File: src/rtl/sum_latch_uart_tx.sv
// -----------------------------------------------------------------------------
// sum_latch_uart_tx
//   This block latches NUM_OPS operands from a shared bus. Each operand slot
//   has its own active-low strobe. When every slot holds an operand, the block
//   combines them: either a plain sum, or slot0 minus all the other slots.
//   It then sends the result as one 8N1 UART frame, LSB first.
//   Strobes that arrive while a frame is being sent are buffered in the slots
//   and feed the next frame.
//
// Ports
//   i_clk         system clock
//   i_rst         asynchronous active-high reset
//   i_data_in     shared operand bus; sampled in the latch cycle (not synchronised)
//   i_save_n      per-slot active-low strobes; asynchronous (buttons)
//   i_mode        0 = sum of all slots, 1 = slot0 minus the other slots
//   o_tx          UART serial output; idles high
//   o_tx_busy     high from CALC until the end of the stop bit
//   o_tx_done     one-cycle pulse in the last cycle of the stop bit
//   o_result      last computed result, zero-extended from RES_W bits
//   o_slot_valid  per-slot "operand held" flags
// -----------------------------------------------------------------------------
module sum_latch_uart_tx #(
  parameter int DATA_W       = 3,
  parameter int NUM_OPS      = 2,
  parameter int CLKS_PER_BIT = 868,
  parameter int SYNC_STAGES  = 2
) (
  input  logic               i_clk,
  input  logic               i_rst,
  input  logic [DATA_W-1:0]  i_data_in,
  input  logic [NUM_OPS-1:0] i_save_n,
  input  logic               i_mode,
  output logic               o_tx,
  output logic               o_tx_busy,
  output logic               o_tx_done,
  output logic [7:0]         o_result,
  output logic [NUM_OPS-1:0] o_slot_valid
);

  localparam int RES_W = DATA_W + $clog2(NUM_OPS);
  localparam int CNT_W = (CLKS_PER_BIT > 2) ? $clog2(CLKS_PER_BIT) : 1;
  localparam logic [CNT_W-1:0] CNT_LAST = CNT_W'(CLKS_PER_BIT - 1);
  localparam logic [CNT_W-1:0] CNT_PRE  = CNT_W'(CLKS_PER_BIT - 2);

  typedef enum logic [2:0] {
    ST_IDLE  = 3'd0,
    ST_CALC  = 3'd1,
    ST_START = 3'd2,
    ST_DATA  = 3'd3,
    ST_STOP  = 3'd4
  } state_t;

  // Combine all slots in RES_W bits; the arithmetic wraps naturally.
  function automatic logic [RES_W-1:0] combine_slots(
    input logic [NUM_OPS-1:0][DATA_W-1:0] slots,
    input logic                           subtract
  );
    logic [RES_W-1:0] acc;
    acc = RES_W'(slots[0]);
    for (int i = 1; i < NUM_OPS; i++) begin
      if (subtract) begin
        acc = acc - RES_W'(slots[i]);
      end else begin
        acc = acc + RES_W'(slots[i]);
      end
    end
    return acc;
  endfunction

  logic [NUM_OPS-1:0]              r_sync [SYNC_STAGES];
  logic [NUM_OPS-1:0]              r_prev;
  logic [NUM_OPS-1:0]              r_armed;
  logic [SYNC_STAGES-1:0]          r_settle;
  logic [NUM_OPS-1:0][DATA_W-1:0]  r_slot;
  logic [NUM_OPS-1:0]              r_valid;
  state_t                          r_state;
  logic [CNT_W-1:0]                r_cnt;
  logic [2:0]                      r_bit_idx;
  logic                            r_tx;
  logic                            r_tx_busy;
  logic                            r_tx_done;
  logic [7:0]                      r_result;

  logic [NUM_OPS-1:0]              w_fall;
  logic [RES_W-1:0]                w_calc;
  logic [2:0]                      w_next_idx;

  // A slot may only fire after its synchronised level has been genuinely high
  // since reset. A button held through reset release therefore never latches.
  assign w_fall     = r_armed & r_prev & ~r_sync[SYNC_STAGES-1];
  assign w_calc     = combine_slots(r_slot, i_mode);
  assign w_next_idx = r_bit_idx + 3'd1;

  // Strobe synchroniser, falling-edge history and post-reset arming.
  always_ff @(posedge i_clk or posedge i_rst) begin
    if (i_rst) begin
      for (int s = 0; s < SYNC_STAGES; s++) begin
        r_sync[s] <= '1;
      end
      r_prev   <= '1;
      r_armed  <= '0;
      r_settle <= '0;
    end else begin
      r_sync[0] <= i_save_n;
      for (int s = 1; s < SYNC_STAGES; s++) begin
        r_sync[s] <= r_sync[s-1];
      end
      r_prev   <= r_sync[SYNC_STAGES-1];
      // r_settle marks when the last sync stage holds a sampled pin value.
      // Until then it still holds the reset value.
      r_settle <= {r_settle[SYNC_STAGES-2:0], 1'b1};
      if (r_settle[SYNC_STAGES-1]) begin
        r_armed <= r_armed | r_sync[SYNC_STAGES-1];
      end else begin
        r_armed <= r_armed;
      end
    end
  end

  // Operand slots. A strobe in the CALC cycle beats the clear.
  always_ff @(posedge i_clk or posedge i_rst) begin
    if (i_rst) begin
      r_slot  <= '0;
      r_valid <= '0;
    end else begin
      for (int i = 0; i < NUM_OPS; i++) begin
        if (w_fall[i]) begin
          r_slot[i]  <= i_data_in;
          r_valid[i] <= 1'b1;
        end else if (r_state == ST_CALC) begin
          r_valid[i] <= 1'b0;
        end else begin
          r_valid[i] <= r_valid[i];
        end
      end
    end
  end

  // Frame sequencer with registered UART outputs.
  always_ff @(posedge i_clk or posedge i_rst) begin
    if (i_rst) begin
      r_state   <= ST_IDLE;
      r_cnt     <= '0;
      r_bit_idx <= 3'd0;
      r_tx      <= 1'b1;
      r_tx_busy <= 1'b0;
      r_tx_done <= 1'b0;
      r_result  <= 8'd0;
    end else begin
      r_tx_done <= 1'b0;
      case (r_state)
        ST_IDLE: begin
          r_cnt <= '0;
          if (&r_valid) begin
            r_state   <= ST_CALC;
            r_tx_busy <= 1'b1;
          end
        end
        ST_CALC: begin
          r_result <= 8'(w_calc);
          r_state  <= ST_START;
          r_tx     <= 1'b0;
          r_cnt    <= '0;
        end
        ST_START: begin
          if (r_cnt == CNT_LAST) begin
            r_cnt     <= '0;
            r_bit_idx <= 3'd0;
            r_tx      <= r_result[0];
            r_state   <= ST_DATA;
          end else begin
            r_cnt <= r_cnt + CNT_W'(1);
          end
        end
        ST_DATA: begin
          if (r_cnt == CNT_LAST) begin
            r_cnt <= '0;
            if (r_bit_idx == 3'd7) begin
              r_tx    <= 1'b1;
              r_state <= ST_STOP;
            end else begin
              r_bit_idx <= w_next_idx;
              r_tx      <= r_result[w_next_idx];
            end
          end else begin
            r_cnt <= r_cnt + CNT_W'(1);
          end
        end
        ST_STOP: begin
          if (r_cnt == CNT_LAST) begin
            r_cnt     <= '0;
            r_tx_busy <= 1'b0;
            r_state   <= ST_IDLE;
          end else begin
            r_cnt <= r_cnt + CNT_W'(1);
            // This registers so the pulse lands in the final stop-bit cycle.
            if (r_cnt == CNT_PRE) begin
              r_tx_done <= 1'b1;
            end
          end
        end
        default: begin
          r_state   <= ST_IDLE;
          r_cnt     <= '0;
          r_tx      <= 1'b1;
          r_tx_busy <= 1'b0;
        end
      endcase
    end
  end

  assign o_tx         = r_tx;
  assign o_tx_busy    = r_tx_busy;
  assign o_tx_done    = r_tx_done;
  assign o_result     = r_result;
  assign o_slot_valid = r_valid;

endmodule

File: config.mk
export PLATFORM = sky130hd
export DESIGN_NAME = sum_latch_uart_tx
export DESIGN_NICKNAME = d
export VERILOG_FILES = /design/src/rtl/sum_latch_uart_tx.sv
export SDC_FILE = /design/constraint.sdc
export NUM_CORES = 1
export LEC_CHECK = 0
export CORE_AREA = 2 2 73 75
export CTS_BUF_LIST = sky130_fd_sc_hd__clkbuf_4 sky130_fd_sc_hd__clkbuf_8
export DETAILED_ROUTE_END_ITERATION = 7
export DIE_AREA = 0 0 75 77
export GPL_ROUTABILITY_DRIVEN = 1
export PLACE_DENSITY_LB_ADDON = 0.05
export SLEW_MARGIN = 25
export SYNTH_ARGS = -nofsm -noshare
export SYNTH_HDL_FRONTEND = slang
export SYNTH_SLANG_ARGS = --single-unit
File: constraint.sdc
create_clock -name i_clk -period 2.88 [get_ports i_clk]
set_clock_uncertainty 0.1 [all_clocks]
set_input_delay 0.432 -clock i_clk [delete_from_list [all_inputs] [get_ports i_clk]]
set_output_delay 0.432 -clock i_clk [all_outputs]
set_load 0.1 [all_outputs]
==> flow_metrics.py, run 1 <==
metrics = {
    "status": {
        "status": "complete, no violations",
    },
    "finish": {
        "layout.nets": 205,
        "seq_area_sq_um": 1030,
        "final_common_cell": "dfrtp_1",
        "final_area_sq_um": 2210,
        "post-route-util_pct": 44.5,
        "num_antenna_cells": 0,
        "syn2layout_area_growth_pct": 15.4,
        "multi_input_area_sq_um": 800,
        "drive_above_1_share_pct": 20.1,
        "layout_common_cells": "dfrtp_1, nor2_1, inv_1, buf_4",
        "nFillCells": 500,
    },
    "job": {
        "maxCapViolCount": 0,
    },
    "sta": {
        "finalSetupViolCount": 0,
        "finalCriticalPeriod_ns": 2.12,
        "fin_crit_sh_pct": 73.6,
        "max_freq_mhz": 472,
        "maxSlewViolCount": 0,
        "maxSlewHeadroom_pct": 52.9,
        "finalHoldViolations": 0,
        "setup_tns_ns": 0,
        "grt_setup_unrepaired": "no",
        "worst_pin_slew_ns": 0.702,
    },
    "routing": {
        "dr.pass1.iters": 4,
        "drcViolationCount": 0,
        "vias": 1232,
        "postRouteWirelength_um": 3320,
        "wl_per_cell_um": 12.8,
        "ant_nets": 0,
        "drt_iter0_drc": 34,
        "viasPerCell": 4.76,
    },
    "critical_path": {
        "crit_path_max_incr_delay_ns": 0.54,
        "path_cells": "clkdlybuf4s50_1, mux2i_1, ha_1, nor2b_1, o21ai_0, a211o_1, a31oi_1",
        "crit_required_ns": 2.93,
        "r2r_slack_ns": 0.79,
        "worstPathArrival_ns": 2.17,
        "reg2reg_depth": 8,
        "critPathMaxFanout": 4,
        "r2r-start": "r_slot[3]",
        "slowest_stage": "clkdlybuf4s50_1",
        "critPathLaunchType": "input pin",
        "critPathKind": "input pin to flip-flop",
        "rr_endpoint": "o_result[3]",
        "end_kind": "flip-flop",
    },
    "cts": {
        "clkTransAtPathRegs_ns": 0.08,
        "cts-root-buf": "clkbuf_8",
        "cts_tree": "done",
        "cts.path.max_buffers": 2,
        "htree_num_levels": 2,
        "postCtsSetupBuffers": 0,
        "clock_latency_ns": 0.29,
        "cts-resized-gates": 0,
        "cts_sinks": 41,
        "cts_hold_buf": 0,
        "cts_buffers": 5,
    },
    "synth": {
        "ys_seq_area_share_pct": 53.9,
        "synth_ff_type": "dfrtp_1",
        "yosys_warnings": 0,
        "synthCells": 167,
        "synth_cell_types": 43,
        "synth_edf_count": 0,
        "synth-async-reset-ratio_pct": 100,
        "ys_seq_elements": 41,
        "avgSynthCellArea_sq_um": 11.5,
        "synth_area_sq_um": 1920,
    },
    "grt": {
        "grt_max_degree": 41,
        "grt_pass1_vias": 1263,
        "grt_pass1_wl_um": 5790,
        "antenna_found_initial": 0,
        "gr-usage-all-layers_pct": 12.9,
        "overflow": 0,
    },
    "power_and_ir_drop": {
        "p_comb_share_pct": 36.8,
        "p_per_area_nw_per_um2": 883,
        "p_int_mw": 1.12,
        "p_leak_nw": 0.955,
        "clkPwrFrac_pct": 19.9,
        "p_sw_mw": 0.831,
        "p_total_mw": 1.96,
        "swShare_pct": 42.5,
        "power_frac_seq_pct": 43.3,
        "ir_drop_mv": 0.310,
    },
    "floorplan": {
        "start_util_pct": 38.6,
        "ios": 21,
        "num_rows": 26,
        "core_sq_um": 4980,
        "die_w_um": 75,
        "die_h_um": 77,
        "die_area_sq_um": 5780,
    },
    "placement": {
        "gp_congestion": 0.753,
        "place_area_sq_um": 2120,
        "portBuffers": 16,
        "dp_hpwl_um": 2420,
    },
    "hold_path": {
        "min_path_type": "input pin to asynchronous set/reset pin",
    },
}
layer usage:
layer	track usage, %	share of wire, %	up-vias
li1	-	-	605
met1	17.3	47	600
met2	19.3	47	20
met3	4.07	3.9	7
met4	4.82	1.7	0
met5	0	0	-
cell families (layout without fill, tap and decap cells):
kind of cell,count (synthesis),after routing,synth area share [%]
multiplexers,11,11,6.91
AND/OR/NAND/NOR,50,50,15.3
other,2,5,0.391
flip-flops,41,41,53.9
AO/OA/AOI/OAI,23,23,7.63
adder cells (fa/ha/maj),9,9,6.26
XOR/XNOR,10,10,4.56
buffers and inverters,21,40,5.02
critical path, delay by kind of cell:
| kind | cells | cell delay [ns] |
|---|---|---|
| compound gates | 3 | 0.46 |
| fa+ha+maj | 1 | 0.28 |
| buf+inv | 1 | 0.54 |
| mux | 1 | 0.32 |
| simple gates | 1 | 0.13 |
final cells by class:
type,count,share of cell area [%]
clock buffer,8,4.12
inverter,15,2.54
multi-input combinational,108,36.1
sequential,41,46.7
tap,70,3.95
timing repair buffer,17,6.55
sequential cells by signal, indices dropped and copies added (netlist names):
register,count
o_tx,1
r_settle,2
o_slot_valid,2
o_tx_done,1
r_prev,2
r_armed,2
o_tx_busy,1
r_bit_idx,3
r_state,3
r_slot,6
o_result,4
r_sync,4
r_cnt,10
Yosys cell counts (all sizes together) (2+ instances only):
master	number	area share, %
dfrtp	34	44
nor2	20	3.9
inv	15	2.9
ha	8	5.2
mux2	8	4.7
nand3	8	2.7
xnor2	8	3.7
dfstp	7	9.6
o21ai	7	1.8
buf	6	2.1
a31oi	4	1.3
nand2	4	0.78
a21oi	3	0.78
nand3b	3	1.2
nor3	3	1.0
a21o	2	0.78
conb	2	0.39
mux2i	2	1.0
nor2b	2	0.65
xor2	2	0.91
per-stage QoR:
stage	setup slack [ns]	hold WS, ns	std cells
after global routing	0.643	0.206	259
after floorplan	0.963	0.231	170
after global placement	0.568	0.232	251
after CTS	0.761	0.196	259
final	0.761	0.195	259
after detailed placement	0.449	0.235	251
worst max path at each step:
stage	from	to	slack (ns)
floorplan	o_result[2]	o_tx	0.96
global placement	i_mode	o_result[3]	0.57
detailed placement	i_mode	o_result[3]	0.45
CTS	i_mode	o_result[3]	0.76
global route	i_mode	o_result[3]	0.64
finish	i_mode	o_result[3]	0.76
power groups by stage:
stage / Combinational, mW / Clock, mW / Sequential (mW)
floorplan: 0.317 / 0 / 1.10
global placement: 0.708 / 0 / 0.848
detailed placement: 0.725 / 0 / 0.857
CTS: 0.726 / 0.401 / 0.846
global route: 0.771 / 0.429 / 0.865
finish: 0.719 / 0.390 / 0.846
(Power assumes the default switching activity.)
==> run 2, diff against run 1 <==
==> constraint.sdc (replaced) <==
create_clock -name i_clk -period 1.75 [get_ports i_clk]
set_clock_uncertainty 0.1 [all_clocks]
set_input_delay 0.2625 -clock i_clk [delete_from_list [all_inputs] [get_ports i_clk]]
set_output_delay 0.2625 -clock i_clk [all_outputs]
set_load 0.1 [all_outputs]
==> run 2 against run 1 <==
  * Design area is 12% higher
  * Die area stayed put
  * Largest cell class unchanged
  * Total power is 82% higher
  * Worst hold slack better by 0.051 ns
  * Sequential cell count stayed put
  * Via count is 4.7% higher
  * Cell count is 6.2% higher
  * The flow now finishes with violations (setup timing)
  * Routed wire length hardly changed
==> flow_metrics.py, run 2 (synthesized netlist as in run 1, its figures left out) <==
metrics = {
    "finish": {
        "nFillCells": 458,
        "drive_above_1_share_pct": 31.7,
        "syn2layout_area_growth_pct": 29.8,
        "final_common_cell": "dfrtp_1",
        "layout.nets": 221,
        "multi_input_area_sq_um": 831,
        "largest_reg_flops": 10,
        "layout_common_cells": "dfrtp_1, nor2_1, buf_4, inv_1, buf_12",
        "post-route-util_pct": 50.1,
        "seq_area_sq_um": 1040,
        "num_antenna_cells": 0,
        "top_register": "r_cnt",
        "reg.largest.list": "r_cnt: 10 flops, r_slot: 6 flops",
    },
    "routing": {
        "drcViolationCount": 0,
        "ant_nets": 0,
        "wl_per_cell_um": 12.1,
        "vias": 1290,
        "drt_iter0_drc": 77,
        "postRouteWirelength_um": 3320,
        "viasPerCell": 4.69,
        "dr.pass1.iters": 4,
    },
    "grt": {
        "antenna_found_initial": 0,
        "grt_max_degree": 42,
        "grt_pass1_wl_um": 5950,
        "gr-usage-all-layers_pct": 13.4,
        "grt_pass1_vias": 1265,
        "overflow": 0,
    },
    "critical_path": {
        "crit_required_ns": 1.82,
        "end_kind": "flip-flop",
        "critPathLaunchType": "flip-flop",
        "critPathKind": "flip-flop to flip-flop",
        "worstPathArrival_ns": 1.96,
        "critPathMaxFanout": 2,
        "reg2reg_depth": 6,
    },
    "power_and_ir_drop": {
        "p_comb_share_pct": 44.2,
        "p_per_area_nw_per_um2": 1420,
        "p_leak_nw": 1.08,
        "p_sw_mw": 1.42,
        "ir_drop_mv": 0.630,
        "p_int_mw": 2.13,
        "power_frac_seq_pct": 38.9,
        "swShare_pct": 40.1,
        "clkPwrFrac_pct": 16.9,
    },
    "status": {
        "status": "finished, violations left",
        "violations": "setup timing",
    },
    "placement": {
        "dp_hpwl_um": 2470,
        "portBuffers": 16,
        "gp_congestion": 0.748,
    },
    "job": {
        "maxCapViolCount": 0,
    },
    "floorplan": {
        "die_area_sq_um": 5780,
        "die_w_um": 75,
        "num_rows": 26,
        "die_h_um": 77,
        "start_util_pct": 38.6,
        "core_sq_um": 4980,
        "ios": 21,
    },
    "cts": {
        "clock_latency_ns": 0.28,
        "cts.path.max_buffers": 2,
        "cts-root-buf": "clkbuf_8",
        "cts_buffers": 5,
        "clkTransAtPathRegs_ns": 0.08,
        "cts_sinks": 41,
        "cts_tree": "done",
        "htree_num_levels": 2,
    },
    "sta": {
        "fin_ws_ns": -0.136,
        "fin_crit_sh_pct": 108,
        "finalHoldViolations": 0,
        "finalSetupViolCount": 2,
        "maxSlewViolCount": 0,
        "grt_setup_unrepaired": "yes",
        "finalCriticalPeriod_ns": 1.89,
        "setup_tns_ns": -0.220,
        "max_freq_mhz": 530,
    },
    "hold_path": {
        "min_path_type": "input pin to asynchronous set/reset pin",
    },
}
run 2: metrics by stage:
stage / std cells / setup slack (ns) / hold WS [ns] / instance area, sq um / total power [mW]
3_3_place_gp: 263 / -0.265 / 0.232 / 2350 / 2.90
5_1_grt: 275 / -0.190 / 0.262 / 2490 / 3.77
4_1_cts: 271 / -0.145 / 0.252 / 2430 / 3.54
2_1_floorplan: 170 / -0.0707 / 0.167 / 1940 / 2.36
6_report: 275 / -0.136 / 0.245 / 2490 / 3.55
3_5_place_dp: 263 / -0.353 / 0.246 / 2350 / 2.94
run 2: metal layers:
layer	vias to the layer above	track usage [%]	part of all wire [%]
li1	634	-	-
met1	629	19.0	49
met2	22	19.6	46
met3	5	3.94	3.9
met4	0	4.29	1.1
met5	-	0	0
run 2: timing repair:
item	CTS	global route
hold buffers	0	0
pin swaps	0	4
setup endpoints to repair	2	6
setup buffers	0	4
resized for setup	0	8
run 2: worst paths after layout:
path | from | endpoint | slack [ns]
min in group i_clk | r_sync[2] | r_sync[0] | 0.26
max reg2reg | r_slot[4] | o_result[1] | -0.14
min | i_rst | r_settle[1] | 0.25
max in group asynchronous | i_rst | r_prev[1] | 1.05
max | r_slot[4] | o_result[1] | -0.14
min reg2reg | r_sync[2] | r_sync[0] | 0.26
run 2: final cells by class:
type                    instances  area share, %
multi-input cells             108           33.4
clock buffers                   6           3.06
clock inverters                 2          0.402
flip-flops and latches         41           41.7
well taps                      70           3.52
repair buffers                 33           15.7
inverters                      15           2.26
run 2: power groups by stage:
| stage | Sequential, mW | Combinational (mW) | Clock [mW] |
|---|---|---|---|
| 5_1_grt | 1.42 | 1.69 | 0.673 |
| 3_5_place_dp | 1.40 | 1.54 | 0 |
| 2_1_floorplan | 1.83 | 0.528 | 0 |
| 3_3_place_gp | 1.39 | 1.51 | 0 |
| 4_1_cts | 1.38 | 1.54 | 0.625 |
| 6_report | 1.38 | 1.57 | 0.600 |
run 2: critical path, stage by stage, from the launching register on:
cell and delay, ns:
dfrtp_1 0.35, inv_1 0.04, ha_1 0.29, mux2i_2 0.18
buf_4 0.15, fa_1 0.40, mux2_4 0.26
